<file path="src/rtl/ppu_pkg.sv">
// Shared definitions for the PPU operation scheduler and datapath.
// Holds the opcode encoding, the scheduler state encoding and the width
// helpers that derive every operand/result field width from the posit
// word width N.
//
// Unpacked operand layout (PIF): {sign, te, mant}
//   te_size(N)        : total-exponent field (regime * 2^ES + exponent, signed)
//   mant_size(N)      : mantissa incl. hidden bit
//   pif_size(N)       : 1 + te_size + mant_size
//   frac_full_size(N) : wide fraction result returned by the datapath
package ppu_pkg;

    localparam int ES      = 2;
    localparam int OP_SIZE = 2;

    typedef enum logic [OP_SIZE-1:0] {
        OP_ADD = 2'd0,
        OP_SUB = 2'd1,
        OP_MUL = 2'd2,
        OP_DIV = 2'd3
    } ppu_op_e;

    typedef enum logic [1:0] {
        IDLE = 2'd0,
        EXEC = 2'd1,
        DONE = 2'd2
    } sched_state_e;

    function automatic int te_size(input int n);
        return $clog2(n) + ES + 1;
    endfunction

    function automatic int mant_size(input int n);
        return n - ES - 2;
    endfunction

    function automatic int pif_size(input int n);
        return 1 + te_size(n) + mant_size(n);
    endfunction

    // Room for a full mantissa product plus two guard bits.
    function automatic int frac_full_size(input int n);
        return 2 * mant_size(n) + 2;
    endfunction

endpackage

</file>
<file path="src/rtl/ppu_lat_counter.sv">
// Loadable down-counter used to time how long operands must sit on the
// datapath before its result may be sampled.
//
// Ports:
//   clk, rst  : clock and synchronous active-high reset (count -> 0)
//   load      : load load_val (has priority over dec)
//   load_val  : value to load
//   dec       : decrement by one; saturates at zero
//   zero      : high when the count is zero
module ppu_lat_counter #(
    parameter int CW = 3
) (
    input  logic          clk,
    input  logic          rst,
    input  logic          load,
    input  logic [CW-1:0] load_val,
    input  logic          dec,
    output logic          zero
);

    logic [CW-1:0] cnt;

    assign zero = (cnt == '0);

    // Count register: a load restarts the timing window; otherwise it
    // walks down towards zero and parks there until the next load.
    always_ff @(posedge clk) begin
        if (rst) begin
            cnt <= '0;
        end else if (load) begin
            cnt <= load_val;
        end else if (dec && !zero) begin
            cnt <= cnt - 1'b1;
        end
    end

endmodule

</file>
<file path="src/rtl/ppu_op_sched.sv">
// Sequencing controller in front of the PPU arithmetic datapath.
// Accepts one request at a time, holds opcode/operands on the datapath for
// an opcode-dependent number of cycles, captures the result and presents it
// downstream with backpressure. Retire and the next accept may share an edge.
//
// Ports:
//   clk, rst                     : clock, synchronous active-high reset
//   in_valid/in_ready            : request handshake
//   op_in, pif1_in, pif2_in      : request opcode and unpacked operands
//   dp_op, dp_pif1, dp_pif2      : registered operands driven to datapath
//   dp_sign, dp_te, dp_frac_full : datapath result
//   out_valid/out_ready          : result handshake
//   sign_out, te_out, frac_full_out : registered result
//   busy                         : high while an operation is in EXEC or DONE
module ppu_op_sched
    import ppu_pkg::*;
#(
    parameter int N       = 16,
    parameter int LAT_ADD = 1,
    parameter int LAT_MUL = 2,
    parameter int LAT_DIV = 4
) (
    input  logic                          clk,
    input  logic                          rst,
    input  logic                          in_valid,
    output logic                          in_ready,
    input  logic [OP_SIZE-1:0]            op_in,
    input  logic [pif_size(N)-1:0]        pif1_in,
    input  logic [pif_size(N)-1:0]        pif2_in,
    output logic [OP_SIZE-1:0]            dp_op,
    output logic [pif_size(N)-1:0]        dp_pif1,
    output logic [pif_size(N)-1:0]        dp_pif2,
    input  logic                          dp_sign,
    input  logic [te_size(N)-1:0]         dp_te,
    input  logic [frac_full_size(N)-1:0]  dp_frac_full,
    output logic                          out_valid,
    input  logic                          out_ready,
    output logic                          sign_out,
    output logic [te_size(N)-1:0]         te_out,
    output logic [frac_full_size(N)-1:0]  frac_full_out,
    output logic                          busy
);

    localparam int PIF_W   = pif_size(N);
    localparam int TE_W    = te_size(N);
    localparam int FF_W    = frac_full_size(N);
    localparam int MAX_AM  = (LAT_ADD > LAT_MUL) ? LAT_ADD : LAT_MUL;
    localparam int MAX_LAT = (MAX_AM > LAT_DIV) ? MAX_AM : LAT_DIV;
    localparam int CW      = $clog2(MAX_LAT) + 1;

    sched_state_e        state, state_next;
    logic                accept, capture, cnt_dec, cnt_zero;
    logic [CW-1:0]       lat_load;
    logic [OP_SIZE-1:0]  op_q;
    logic [PIF_W-1:0]    pif1_q, pif2_q;
    logic                sign_q;
    logic [TE_W-1:0]     te_q;
    logic [FF_W-1:0]     frac_q;

    // Counter preload is L-1 so that the capture happens on the L-th EXEC cycle.
    always_comb begin
        lat_load = CW'(LAT_DIV - 1);
        case (ppu_op_e'(op_in))
            OP_ADD, OP_SUB: lat_load = CW'(LAT_ADD - 1);
            OP_MUL:         lat_load = CW'(LAT_MUL - 1);
            default:        lat_load = CW'(LAT_DIV - 1);
        endcase
    end

    ppu_lat_counter #(.CW(CW)) u_lat_counter (
        .clk      (clk),
        .rst      (rst),
        .load     (accept),
        .load_val (lat_load),
        .dec      (cnt_dec),
        .zero     (cnt_zero)
    );

    // State register.
    always_ff @(posedge clk) begin
        if (rst) begin
            state <= IDLE;
        end else begin
            state <= state_next;
        end
    end

    // Next-state and handshake decode. In DONE the request side is only
    // opened when the consumer is taking the current result, which gives the
    // back-to-back retire+accept on a single edge.
    always_comb begin
        state_next = state;
        in_ready   = 1'b0;
        capture    = 1'b0;
        cnt_dec    = 1'b0;
        case (state)
            IDLE: begin
                in_ready = 1'b1;
                if (in_valid) begin
                    state_next = EXEC;
                end
            end
            EXEC: begin
                if (cnt_zero) begin
                    capture    = 1'b1;
                    state_next = DONE;
                end else begin
                    cnt_dec = 1'b1;
                end
            end
            DONE: begin
                in_ready = out_ready;
                if (out_ready) begin
                    state_next = in_valid ? EXEC : IDLE;
                end
            end
            default: begin
                state_next = IDLE;
            end
        endcase
        accept = in_valid && in_ready;
    end

    // Operand registers feed the datapath directly, so the datapath inputs
    // cannot move between accepts.
    always_ff @(posedge clk) begin
        if (rst) begin
            op_q   <= '0;
            pif1_q <= '0;
            pif2_q <= '0;
        end else if (accept) begin
            op_q   <= op_in;
            pif1_q <= pif1_in;
            pif2_q <= pif2_in;
        end
    end

    // Result registers sample the datapath once it has settled and then
    // hold, including after retire.
    always_ff @(posedge clk) begin
        if (rst) begin
            sign_q <= 1'b0;
            te_q   <= '0;
            frac_q <= '0;
        end else if (capture) begin
            sign_q <= dp_sign;
            te_q   <= dp_te;
            frac_q <= dp_frac_full;
        end
    end

    assign dp_op         = op_q;
    assign dp_pif1       = pif1_q;
    assign dp_pif2       = pif2_q;
    assign sign_out      = sign_q;
    assign te_out        = te_q;
    assign frac_full_out = frac_q;
    assign out_valid     = (state == DONE);
    assign busy          = (state != IDLE);

`ifndef SYNTHESIS
    a_ready_valid_done: assert property (@(posedge clk) disable iff (rst)
        (in_ready && out_valid) |-> (state == DONE));

    a_dp_stable_exec: assert property (@(posedge clk) disable iff (rst)
        (state == EXEC) |=> ($stable(op_q) && $stable(pif1_q) && $stable(pif2_q)));

    a_out_stable_stall: assert property (@(posedge clk) disable iff (rst)
        (out_valid && !out_ready) |=> ($stable(sign_q) && $stable(te_q) && $stable(frac_q)));
`endif

endmodule

</file>
<file path="config.mk">
export PLATFORM = sky130hd
export DESIGN_NAME = ppu_op_sched
export DESIGN_NICKNAME = d
export VERILOG_FILES = /design/src/rtl/ppu_pkg.sv /design/src/rtl/ppu_lat_counter.sv /design/src/rtl/ppu_op_sched.sv
export SDC_FILE = /design/constraint.sdc
export NUM_CORES = 1
export LEC_CHECK = 0
export CORE_MARGIN = 10
export CORE_UTILIZATION = 45
export DETAILED_ROUTE_END_ITERATION = 12
export GPL_TIMING_DRIVEN = 0
export PLACE_DENSITY = 0.86
export SLEW_MARGIN = 0
export SYNTH_ARGS = -nofsm -noshare
export SYNTH_HDL_FRONTEND = slang
export SYNTH_HIERARCHICAL = 1
export SYNTH_SLANG_ARGS = --single-unit
</file>
<file path="constraint.sdc">
create_clock -name clk -period 5.1 [get_ports clk]
set_clock_uncertainty 0.2 [all_clocks]
set_input_delay 1.02 -clock clk [delete_from_list [all_inputs] [get_ports clk]]
set_output_delay 1.02 -clock clk [all_outputs]
set_load 0.005 [all_outputs]
</file>
### Yosys cells after proc, flatten, opt, wreduce, memory -nomap -nowiden

Cells that the tools add are included.
W data, S select, Z words.

* register bits: 81
* output and inout port bits: 79
* logic and storage cells: 39

* add/subtract/negate cells: 1
* equal/unequal tests: 7
* multiplexer cells: 13
* reduce and logical (&&, ||, !) cells: 10

Operator list (count)
* $mux W2: 3
* $mux W3: 2
* $pmux W2 S3: 1
* $mux W1: 5
* $eq A2 B1 Y1 const B: 2
* $eq A2 B2 Y1 const B: 2
* $logic_not A2 Y1: 2
* $ne A2 B1 Y1 const B: 2
* $pmux W2 S2: 1
* $reduce_bool A2 Y1: 2
* $logic_not A3 Y1: 1
* $reduce_and A3 Y1: 1
* $sub A3 B1 Y3 const B: 1
* $logic_and A1 B1 Y1: 2
* $ne A2 B2 Y1 const B: 1
* $pmux W1 S2: 1
* $reduce_or A2 Y1: 1
* $logic_not A1 Y1: 1

### Depth between registers and ports, before layout

Gate-level depths: netlist of run 1.

* word-level depth: 6
* gate-level depth with buffers: 8

### Modules after synthesis

Netlist of run 1, hierarchy kept.

Modules (own cells, without submodules)
* ppu_op_sched: instances 1, cells an instance 348, area each 3268.1 um^2, sequential area each 1561.5 um^2
* ppu_lat_counter: instances 1, cells an instance 21, area each 182.7 um^2, sequential area each 60.1 um^2

### Least setup slack after synthesis of run 1

No wires, ideal clock.

* path kind: input to output
* start point: in out_ready
* end point: out in_ready
* arrival time: 1336 ps
* setup slack: 2544 ps
* cell stages on the path: 2
* path buffers: 0
* path through: and2b_4 nor2_1

* longest elaborated chain between the ends: 1

RTL lines
* from (decl): line ppu_op_sched.sv:37 `input logic out_ready,`
* $pmux W1 S2: line ppu_op_sched.sv:96 `case (state)`
* to (decl): line ppu_op_sched.sv:26 `output logic in_ready,`

No other way between the ends.

### Worst setup path in the final report of run 1

Same ends and word-level chain as after synthesis.

==> results of run 1 <==
==> worst max-delay path: cells and delay by family <==
family | cells | cell delay, ns
buffers and inverters | 2 | 1.03
AND/OR/NAND/NOR | 2 | 0.30
==> state kept, by name, indices dropped and copies added (netlist names) <==
register           count
sign_out               1
frac_full_out         26
te_out                 7
state                  2
dp_pif1               20
u_lat_counter/cnt      3
dp_pif2               20
dp_op                  2
==> cell type report <==
class	instances	area [µm²]	area share, %
Multi-Input combinational cell	259	1640	30.5
Sequential cell	81	1620	30.2
Timing Repair Buffer	158	1580	29.5
Buffer	25	175	3.26
Clock buffer	11	151	2.82
Tap cell	99	124	2.31
Clock inverter	5	61.3	1.14
Inverter	4	15.0	0.280
==> logic make-up after synthesis <==
family          share of synthesized area [%]
xor+xnor                                0.254
compound gates                           6.82
mux                                      12.2
fa+ha+maj                               0.725
simple gates                             27.4
buf+inv                                  5.51
other cells                             0.109
flops                                    47.0
==> layout by cell type, fill, tap and decap left out, types with 2 or more instances in the layout <==
| cell | count |
|---|---|
| clkbuf_1 | 9 |
| clkdlybuf4s50_1 | 158 |
| nand3b_1 | 3 |
| nand2_1 | 70 |
| a31oi_1 | 2 |
| a21oi_2 | 6 |
| mux2i_1 | 42 |
| nand2b_1 | 85 |
| ha_1 | 2 |
| nand2b_4 | 2 |
| buf_6 | 5 |
| clkbuf_8 | 11 |
| inv_1 | 4 |
| a21oi_1 | 31 |
| buf_8 | 3 |
| clkinv_4 | 2 |
| buf_2 | 5 |
| buf_1 | 2 |
| dfxtp_1 | 81 |
| or3_1 | 2 |
==> layer usage <==
| metal | up-vias | part of all wire, % |
|---|---|---|
| li1 | 1531 | - |
| met1 | 1388 | 41 |
| met2 | 111 | 46 |
| met3 | 9 | 12 |
| met4 | 0 | 0.93 |
| met5 | - | 0 |
==> path summary, 6_finish.rpt <==
check	slack [ns]	depth (start not counted)	to
worst max register to register	3.07	7	u_lat_counter/cnt[2]
worst min-delay path	0.26	2	frac_full_out[20]
worst min register to register	0.26	2	frac_full_out[20]
worst max-delay path	1.53	4	in_ready
==> where the power goes <==
group,internal (mW),switching [mW]
logic,0.220,0.136
registers,0.683,0.0276
clock network,0.256,0.231
total,1.16,0.395
==> stage by stage <==
step	total power, mW	hold slack (ns)	instance area [µm²]	instances
after floorplan	0.884	0.253	3450	369
after global placement	1.07	0.240	5160	626
after detailed placement	1.09	0.247	5160	626
after CTS	1.57	0.259	5370	642
after global routing	1.63	0.281	5370	642
final	1.55	0.256	5370	642
==> flow_summary.toml, run 1 <==
[clock_tree]
ctsHtreeMaxLevel = 3
cts_resized = 0
hold_buffers = 0
clock_path_buffers = 2
cts_tree = "yes"
clock-sinks = 81
post_cts_buffers = 0
clk_latency_ns = 0.33
clkTransAtPathRegs_ns = 0.08
numCtsBuffers = 9
root_buffer = "clkbuf_8"

[detailed_routing]
drt_wl_total_um = 9780
drcViolationCount = 0
ant_nets = 0
avgRoutedWirePerCell_um = 15.2
drtIter0Drc = 76
first_pass_iters = 4
viasPerCell = 4.73
via_count = 3039

[die]
die_x_um = 108
start_util_pct = 46.8
dieArea_um2 = 11600
fp.dieH_um = 108
io_pins = 159
core_um2 = 7370
num_rows = 31

[yosys]
ys_top_cells_by_area = "dfxtp_1 (47%), nand2b_1 (15%), mux2i_1 (12%), nand2_1 (7.6%), a21oi_1 (4.5%)"
yosysMostFrequentCell = "nand2b_1"
syn-num-nets = 451
synth_ff_type = "dfxtp_1"
synth_area_um2 = 3450
synth_edf_count = 0
synth.top_cell.area_share_pct = 47.0
synth-seq-area-share_pct = 47.0
synth_common_cells = "nand2b_1 (85), dfxtp_1 (81), nand2_1 (70)"
yosys.area.top_type = "dfxtp_1"
synth_cell_type_count = 32
synthCells = 369
synth-async-reset-ratio_pct = 0
synth_seq_cells = 81
yosys_warnings = 6
syn_avg_cell_area_um2 = 9.35

[pwr]
power_density_nw_per_um2 = 289
leakage_nw = 2.01
vdd_drop_max_mv = 0.159

[worst_setup_path]
crit_path_frequent_cell = "clkdlybuf4s50_1"
cp_cell_sequence = "clkdlybuf4s50_1 -> and2b_4 -> nor2_1 -> clkdlybuf4s50_1"
startpoint = "out_ready"
crit_required_ns = 3.88
r2r-start = "u_lat_counter/cnt[0]"
crit_path_max_fanout = 3
worstPathArrival_ns = 2.35
slowest_delay_ns = 0.53
startpoint_type = "primary input"
slowest_stage = "clkdlybuf4s50_1"
path_class = "in2out"
end_kind = "output pin"

[placement]
gp_congestion = 0.740
dp_hpwl_um = 7690
dp_slack_ns = 1.52
portBuffers = 158

[status]
status = "complete, no violations"

[grt]
grt.met1_usage_pct = 18.3
antenna_found_initial = 0
grt_busiest_layer = "met2"
gr-usage-met2_pct = 27.9
grt_max_degree = 18
grt_overflow_total = 0
grt_pass1_vias = 3148
grt_pass1_wl_um = 15900
gr-usage-met3_pct = 8.44
grt_util_all_layers_pct = 16.9

[timing]
max_freq_mhz = 280
period_needed_ns = 3.57
finalWorstSetupSlack_ns = 1.53
finalCritPeriodShare_pct = 70.1
hold_violations = 0
rsz0062_at_grt = "false"
setup_viol = 0
drv_slew = 0
fin_setup_tns_ns = 0

[final_layout]
fin_nets = 620
drive_gt1_share_pct = 7.73
antenna_cells = 0
final_util_pct = 72.9
syn2layout_area_growth_pct = 55.6
fillers = 543

[job]
cap_violations = 0

[hold_path]
hold_start = "frac_full_out[20]"
min-delay-path-class = "reg2reg"
No activity file was read; power rests on OpenSTA's default activity.
==> run 2, diff against run 1 <==
--- a/config.mk
+++ b/config.mk
@@ -6,10 +6,10 @@
 export NUM_CORES = 1
 export LEC_CHECK = 0
 export CORE_MARGIN = 10
-export CORE_UTILIZATION = 45
+export CORE_UTILIZATION = 37
 export DETAILED_ROUTE_END_ITERATION = 12
 export GPL_TIMING_DRIVEN = 0
-export PLACE_DENSITY = 0.86
+export PLACE_DENSITY = 0.76
 export SLEW_MARGIN = 0
 export SYNTH_ARGS = -nofsm -noshare
 export SYNTH_HDL_FRONTEND = slang
==> constraint.sdc (replaced) <==
create_clock -name clk -period 2.9 [get_ports clk]
set_clock_uncertainty 0.2 [all_clocks]
set_input_delay 0.58 -clock clk [delete_from_list [all_inputs] [get_ports clk]]
set_output_delay 0.58 -clock clk [all_outputs]
set_load 0.005 [all_outputs]
==> flow_summary.toml, run 2 (synthesis results as in run 1) <==
[pwr]
p_sw_share_pct = 26.0
seqPwrFrac_pct = 46.0
p_switching_mw = 0.707
vdd_drop_max_mv = 0.289
power_frac_comb_pct = 23.0
intPower_mw = 2.01
clkPwrFrac_pct = 31.0
leakage_nw = 2.00
power_density_nw_per_um2 = 506

[grt]
grt_pass1_wl_um = 16000
grt_pass1_vias = 3077
antenna_found_initial = 0
grt_overflow_total = 0
grt_max_degree = 18
grt_util_all_layers_pct = 14.7

[clock_tree]
hold_buffers = 0
numCtsBuffers = 9
post_cts_buffers = 0
root_buffer = "clkbuf_8"
cts_tree = "yes"
clkTransAtPathRegs_ns = 0.08
clock_path_buffers = 2
clock-sinks = 81
cts_resized = 0
ctsHtreeMaxLevel = 3
clk_latency_ns = 0.34

[final_layout]
antenna_cells = 0
largest_reg_flops = 26
fillers = 847
most-common-layout-cells = "clkdlybuf4s50_1 (158), nand2b_1 (85), dfxtp_1 (81), nand2_1 (70), mux2i_1 (42)"
drive_gt1_share_pct = 7.73
final_cell_count_no_fill = 654
fin_nets = 620
layout_commonest_cell = "clkdlybuf4s50_1"
syn2layout_area_growth_pct = 55.7

[detailed_routing]
avgRoutedWirePerCell_um = 15.4
drt_wl_total_um = 10100
viasPerCell = 4.56
drtIter0Drc = 131
via_count = 2981
drcViolationCount = 0
first_pass_iters = 4
ant_nets = 0

[timing]
hold_violations = 0
period_needed_ns = 2.69
fin_setup_tns_ns = 0
finalCritPeriodShare_pct = 92.9
rsz0062_at_grt = "false"
max_freq_mhz = 371
setup_viol = 0
drv_slew = 0

[job]
cap_violations = 0

[worst_setup_path]
startpoint_type = "primary input"
slowest_stage = "clkdlybuf4s50_1"
crit_path_max_fanout = 3
cp_cell_sequence = "clkdlybuf4s50_1 -> and2b_4 -> nor2_1 -> clkdlybuf4s50_1"
crit_buf_inv = 2
crit_path_frequent_cell = "clkdlybuf4s50_1"
path_class = "in2out"
slowest_delay_ns = 0.53
worstPathArrival_ns = 1.91
crit_family = "buffers and inverters"
crit_required_ns = 2.12
end_kind = "output pin"

[die]
fp.dieH_um = 117
die_x_um = 117
num_rows = 35
io_pins = 159
core_um2 = 9150
dieArea_um2 = 13600
start_util_pct = 37.7

[placement]
gp_congestion = 0.755
dp_hpwl_um = 7940
portBuffers = 158
placed_cells = 638

[status]
status = "complete, no violations"

[hold_path]
min-delay-path-class = "reg2reg"
-- run 2: changes by cell type in the layout (fill, tap and decap cells not counted), sizes merged --
cell	previous run	this run
clkinvlp	0	1
clkbuf	20	19
-- run 2: final timing paths --
path	from	to	slack [ns]	depth (start not counted)
max	out_ready	in_ready	0.21	4
min	frac_full_out[3]	frac_full_out[3]	0.26	2
max reg2reg	u_lat_counter/cnt[0]	u_lat_counter/cnt[2]	0.87	7
min reg2reg	frac_full_out[3]	frac_full_out[3]	0.26	2
-- run 2: stage by stage --
| stage | setup WS (ns) | total power, mW | instance area (µm²) | hold slack [ns] | util [%] |
|---|---|---|---|---|---|
| after floorplan | 1.00 | 1.56 | 3450 | 0.253 | - |
| after global placement | 0.189 | 1.90 | 5170 | 0.241 | 56.5 |
| after detailed placement | 0.186 | 1.91 | 5170 | 0.250 | 56.5 |
| after CTS | 0.181 | 2.76 | 5370 | 0.261 | 58.7 |
| after global routing | 0.116 | 2.87 | 5370 | 0.278 | 58.7 |
| final | 0.207 | 2.72 | 5370 | 0.258 | 58.7 |
-- run 2: routing by layer --
metal	vias up	routed length, µm	global-route usage (%)
met5	-	0	0
met2	112	4650	24.6
li1	1520	-	-
met4	0	99	4.20
met3	9	1260	7.96
met1	1340	4080	15.8
-- run 2: layout make-up --
cell class                 instances  area (µm²)  share of cell area (%)
multi-input combinational        259        1640                    30.5
buffer                            25         175                    3.26
tap                              111         139                    2.58
timing repair buffer             158        1580                    29.4
clock inverter                     6        65.1                    1.21
inverter                           4        15.0                   0.279
sequential                        81        1620                    30.2
clock buffer                      10         138                    2.56
-- run 2: worst register-to-register path: stages, from the launching register on --
cell and delay [ns]:
dfxtp_1 0.35, inv_1 0.05, ha_1 0.19, ha_1 0.23
nor3b_1 0.33, nand2b_4 0.11, or3_1 0.31, a31oi_1 0.19
-- run 2: power groups by stage --
stage	sequential, mW	clock [mW]	combinational [mW]
after floorplan	1.28	0	0.276
after global placement	1.27	0	0.627
after detailed placement	1.28	0	0.636
after CTS	1.25	0.874	0.640
after global routing	1.26	0.919	0.686
final	1.25	0.842	0.626
==> run 3, diff against run 2 <==
--- a/config.mk
+++ b/config.mk
@@ -5,6 +5,7 @@
 export SDC_FILE = /design/constraint.sdc
 export NUM_CORES = 1
 export LEC_CHECK = 0
+export ABC_CLOCK_PERIOD_IN_PS = 2900
 export CORE_MARGIN = 10
 export CORE_UTILIZATION = 37
 export DETAILED_ROUTE_END_ITERATION = 12
==> results of run 3 <==
Same layout as run 2: the final DEF is identical, and so are final timing and power.
